<file path="src/rtl/reg_scan_reader.sv">
// Snapshots a WIDTH-bit register value and streams it LSB first over a valid/ready serial link.
// Optional feature: define SCAN_PARITY_EN to append an even-parity bit after the data bits.
module reg_scan_reader #(
   parameter int WIDTH = 8
) (
   input  logic             CLK,
   input  logic             nRST,
   input  logic             CAPTURE,
   input  logic [WIDTH-1:0] D,
   output logic             SOUT,
   output logic             SVALID,
   input  logic             SREADY,
   output logic             BUSY,
   output logic             DONE
);

   localparam int CW = $clog2(WIDTH + 1);
   localparam logic [CW-1:0] LAST = CW'(WIDTH - 1);

`ifdef SCAN_PARITY_EN
   typedef enum logic [1:0] {S_IDLE, S_SHIFT, S_PARITY, S_FIN} state_t;
`else
   typedef enum logic [1:0] {S_IDLE, S_SHIFT, S_FIN} state_t;
`endif

   state_t           state, state_nxt;
   logic [WIDTH-1:0] shreg;
   logic [CW-1:0]    cnt;
`ifdef SCAN_PARITY_EN
   logic             par;
`endif

   always_ff @(posedge CLK or negedge nRST) begin
      if (!nRST) state <= S_IDLE;
      else       state <= state_nxt;
   end

   always_comb begin
      state_nxt = state;
      case (state)
         S_IDLE:  if (CAPTURE) state_nxt = S_SHIFT;
         S_SHIFT: if (SREADY && cnt == LAST) begin
`ifdef SCAN_PARITY_EN
            state_nxt = S_PARITY;
`else
            state_nxt = S_FIN;
`endif
         end
`ifdef SCAN_PARITY_EN
         S_PARITY: if (SREADY) state_nxt = S_FIN;
`endif
         S_FIN:   state_nxt = S_IDLE;
         default: state_nxt = S_IDLE;
      endcase
   end

   // Snapshot only on the capture edge; a stalled beat leaves the shifter untouched.
   always_ff @(posedge CLK or negedge nRST) begin
      if (!nRST) begin
         shreg <= '0;
         cnt   <= '0;
`ifdef SCAN_PARITY_EN
         par   <= 1'b0;
`endif
      end else if (state == S_IDLE && CAPTURE) begin
         shreg <= D;
         cnt   <= '0;
`ifdef SCAN_PARITY_EN
         par   <= ^D;
`endif
      end else if (state == S_SHIFT && SREADY) begin
         shreg <= shreg >> 1;
         cnt   <= cnt + CW'(1);
      end
   end

   always_comb begin
      SOUT   = 1'b0;
      SVALID = 1'b0;
      BUSY   = 1'b0;
      DONE   = 1'b0;
      case (state)
         S_SHIFT: begin
            SOUT   = shreg[0];
            SVALID = 1'b1;
            BUSY   = 1'b1;
         end
`ifdef SCAN_PARITY_EN
         S_PARITY: begin
            SOUT   = par;
            SVALID = 1'b1;
            BUSY   = 1'b1;
         end
`endif
         S_FIN:   DONE = 1'b1;
         default: ;
      endcase
   end

endmodule

</file>
<file path="config.mk">
export PLATFORM = sky130hd
export DESIGN_NAME = reg_scan_reader
export DESIGN_NICKNAME = d
export VERILOG_FILES = /design/src/rtl/reg_scan_reader.sv
export SDC_FILE = /design/constraint.sdc
export NUM_CORES = 1
export LEC_CHECK = 0
export ABC_AREA = 1
export CELL_PAD_IN_SITES_DETAIL_PLACEMENT = 1
export CELL_PAD_IN_SITES_GLOBAL_PLACEMENT = 2
export CORE_MARGIN = 2
export CORE_UTILIZATION = 28
export DETAILED_ROUTE_END_ITERATION = 12
export PLACE_DENSITY_LB_ADDON = 0.1
export SLEW_MARGIN = 5
export SYNTH_ARGS = -nofsm -noshare
export SYNTH_HDL_FRONTEND = slang
export SYNTH_SLANG_ARGS = --single-unit
</file>
<file path="constraint.sdc">
create_clock -name CLK -period 2.5 [get_ports CLK]
set_clock_uncertainty 0.05 [all_clocks]
set_input_delay 0.5 -clock CLK [delete_from_list [all_inputs] [get_ports CLK]]
set_output_delay 0.5 -clock CLK [all_outputs]
set_load 0.1 [all_outputs]
</file>
### After elaboration in Yosys (flattened, before gate mapping)

Index checks and enable logic that the tools add are counted.

* flip-flop bits (word level): 14
* input port bits: 12

* multiplexer cells: 10
* reduce and logical (&&, ||, !) cells: 6
* eq/ne operators: 5
* add/sub/neg operators: 1

Operators with widths (count)
* $mux W8: 2
* $mux W4: 2
* $add A4 B1 Y4 const B: 1
* $eq A4 B3 Y1 const B: 1
* $mux W2: 2
* $ne A2 B2 Y1 const B: 2
* $pmux W2 S2: 1
* $logic_and A1 B1 Y1: 3
* $mux W1: 3
* $eq A2 B1 Y1 const B: 1
* $eq A2 B2 Y1 const B: 1
* $logic_not A2 Y1: 1
* $reduce_and A2 Y1: 1
* $reduce_bool A2 Y1: 1

### Depth between registers and ports, before layout

* word-level depth: 4
* gate-level depth with buffers: 6
* gate-level depth less buffers: 6

### Worst setup path after synthesis

Ideal clock, no wire load.

* kind: register to output
* start: reg state[1]
* end: out SOUT
* arrival: 1795 ps
* cell stages (with the launch flop): 4
* buffers on the path: 0
* slack: 155 ps
* path through: dfrtp_1 inv_1 nand2_1 nor2_1

* cells in the longest elaborated chain, start to end: 2

Ends and longest elaborated chain
* from (decl): line 26 `state_t state, state_nxt;`
* from (signal assigned): line 35 `else state <= state_nxt;`
* $eq A2 B1 Y1: line 82 `case (state)`
* $mux W1: line 82
* to (decl): line 10 `output logic SOUT,`

No other way between the ends.

### Worst setup path after layout

* start: reg state[1]
* end: out SVALID

* cells in the longest elaborated chain, start to end: 2

Ends and longest elaborated chain
* $eq A2 B1 Y1: line 82
* $mux W1: line 82
* to (decl): line 11 `output logic SVALID,`

No other way between the ends.

==> impl_metrics.toml <==
[timing]
worst_pin_slew_ns = 0.6407
max_freq_ghz = 0.5510
setup_tns_ns = 0
rsz0062_at_grt = "false"
setup_viol = 0
hold_viol = 0
maxSlewViolCount = 0
slew_headroom_pct = 57.15
timing.final.crit_share_pct = 72.60
finalCriticalPeriod_ns = 1.815

[outcome]
status = "finished clean"

[logic_synthesis]
netlist_area_sq_um = 658.1
synth_cells = 80
synth_top_family_by_area = "simple AND/OR/NAND/NOR gates"
yosys.area_share.simple_pct = 36.50
yosysUniqueCellTypes = 15
synth_xor_area_share_pct = 1.331
syn_avg_cell_area_sq_um = 8.227
synthAdderAreaFrac_pct = 1.901
yosys_register_bits = 14
synth_compound_area_share_pct = 0
ys_warn_count = 0
yosysSeqAreaShare_pct = 53.23
synthMuxAreaShare_pct = 1.521
syn_nets = 93

[routing]
drt_pass1_iterations = 2
via_count = 571
drt_iter0_drc = 3
wl_per_cell_um = 10.71
drc_errors = 0
via_per_inst = 4.532
drt_wl_total_um = 1350
antenna_left = 0

[layout]
final_cell_area_sq_um = 862.1
most-common-layout-cells = "33 x nand2_1, 14 x dfrtp_1, 11 x clkdlybuf4s50_1"
antennaDiodeCount = 0
syn_to_final_growth_pct = 30.99
final_common_cell = "nand2_1"
multi_input_area_sq_um = 271.5
regArea_sq_um = 350.3
final_nets = 112
n_fill_cell = 284
drive_gt1_share_pct = 16.33

[worst_hold_path]
hp-class = "flop to flop"
hp-start = "shreg[7]"

[critical_path]
cp_common_cell = "inv_1"
cp-start-kind = "flop"
worstPathRequired_ns = 1.95
cpPeakStageDelay_ns = 0.40
critPathTopFamily = "buffers and inverters"
endpoint_kind = "primary output"
worst-setup-path-type = "flop to primary output"
path_max_fanout = 3
crit_start = "state[1]"
crit_buf_inv = 3
crit_arrival_ns = 1.26
regToRegStartpoint = "state[0]"
cp_cell_sequence = "inv_1 -> nand2_1 -> inv_1 -> buf_4"
crit_slowest_cell = "dfrtp_1"

[pwr]
p_per_area_nw_per_um2 = 1110
p_leak_nw = 0.4489
power_w = 0.0009568
irDropWorstVdd_v = 0.0004080

[clock_network]
cts_made_buffers = 3
clock_path_buffers = 2
hold_buffers = 0
cts_setup_buffers = 0
htree_levels = 1
ctsResizeCount = 0
cts_sinks = 14
clkTransAtPathRegs_ns = 0.09
cts-root-buf = "clkbuf_4"
cts_tree = "done"
clock_latency_ns = 0.27

[global_routing]
grt_pass1_vias = 553
grt_pass1_wl_um = 2380
grt_overflow = 0
use_met1_pct = 14.49
grt_busiest_layer = "met2"
grt_max_degree = 15
grt_util_met3_pct = 3.429
antenna_found_initial = 0
grt_use_total_pct = 12.31
met2_usage_pct = 20.21

[floorplanning]
initial_core_util_pct = 29.75
core_sq_um = 2212
fp.dieH_um = 52.48
dieArea_sq_um = 2754
row_count = 17
pin_count = 16
fp.dieW_um = 52.48

[placed_design]
port_buffers = 15
place_area_sq_um = 825.8
dpl.hpwl_um = 1056
routabilityCongestion = 0.6855

[run]
maxCapViolCount = 0
area by class of cell:
class | instances | share of cell area (%)
repair buffers | 15 | 16.26
clock buffers | 4 | 4.209
inverters | 7 | 3.338
well taps | 28 | 4.064
flip-flops and latches | 14 | 40.64
multi-input cells | 58 | 31.49
cell usage after synthesis:
| cell type | count | area, sq um |
|---|---|---|
| nand2_1 | 33 | 123.9 |
| dfrtp_1 | 14 | 350.3 |
| nand3_1 | 10 | 50.05 |
| nor2_1 | 7 | 26.28 |
| inv_1 | 4 | 15.01 |
| inv_2 | 2 | 7.510 |
| nand2_2 | 2 | 12.51 |
| buf_4 | 1 | 7.510 |
| ha_1 | 1 | 12.51 |
| inv_4 | 1 | 6.260 |
| mux2i_1 | 1 | 10.01 |
| nand2_4 | 1 | 11.26 |
| nand3_2 | 1 | 10.01 |
| nor2_2 | 1 | 6.260 |
| xor2_1 | 1 | 8.760 |
layer usage:
metal	up-vias	part of all wire, %
li1	284	-
met1	276	43
met2	9	52
met3	2	4.1
met4	0	0.59
met5	-	0
metrics by stage:
stage	setup WS (ns)	instances	utilization, %	hold WS [ns]
after floorplan	0.1549	80	-	0.1544
after global placement	0.8912	122	37.33	0.4197
after detailed placement	0.8687	122	37.33	0.4183
after CTS	0.6439	126	38.97	0.4400
after global routing	0.5629	126	38.97	0.4681
final	0.6850	126	38.97	0.4339
worst register-to-register path: cells and delay by family (launching register included):
family,cells,cell delay [ns]
AND/OR/NAND/NOR,5,0.47
flip-flops,1,0.44
buffers and inverters,1,0.07
registers in the layout, indices dropped and copies added, names as in the netlist:
name and cells:
cnt 4, shreg 8, state 2
report_power, final:
group | switching [W] | leakage, nW | internal [W]
clock | 0.0000717 | 0.0210 | 0.0000884
sequential | 0.0000612 | 0.178 | 0.000315
combinational | 0.000293 | 0.250 | 0.000127
total | 0.000426 | 0.449 | 0.000531
path summary, 6_finish.rpt:
path | endpoint | slack, ns | cells past startpoint
worst max-delay path | SVALID | 0.69 | 4
worst min-delay path | shreg[7] | 0.43 | 2
worst max register to register | shreg[5] | 1.36 | 6
worst min register to register | shreg[7] | 0.43 | 2
max in group asynchronous | cnt[2] | 1.42 | 1
min in group asynchronous | shreg[5] | 0.57 | 1
kinds of logic (layout without fill, tap and decap cells):
family | Yosys count | in the layout
AND/OR/NAND/NOR | 55 | 55
flip-flops | 14 | 14
buffers and inverters | 8 | 26
adder cells (fa/ha/maj) | 1 | 1
XOR/XNOR | 1 | 1
multiplexers | 1 | 1
Power figures use the tool's default switching activity.
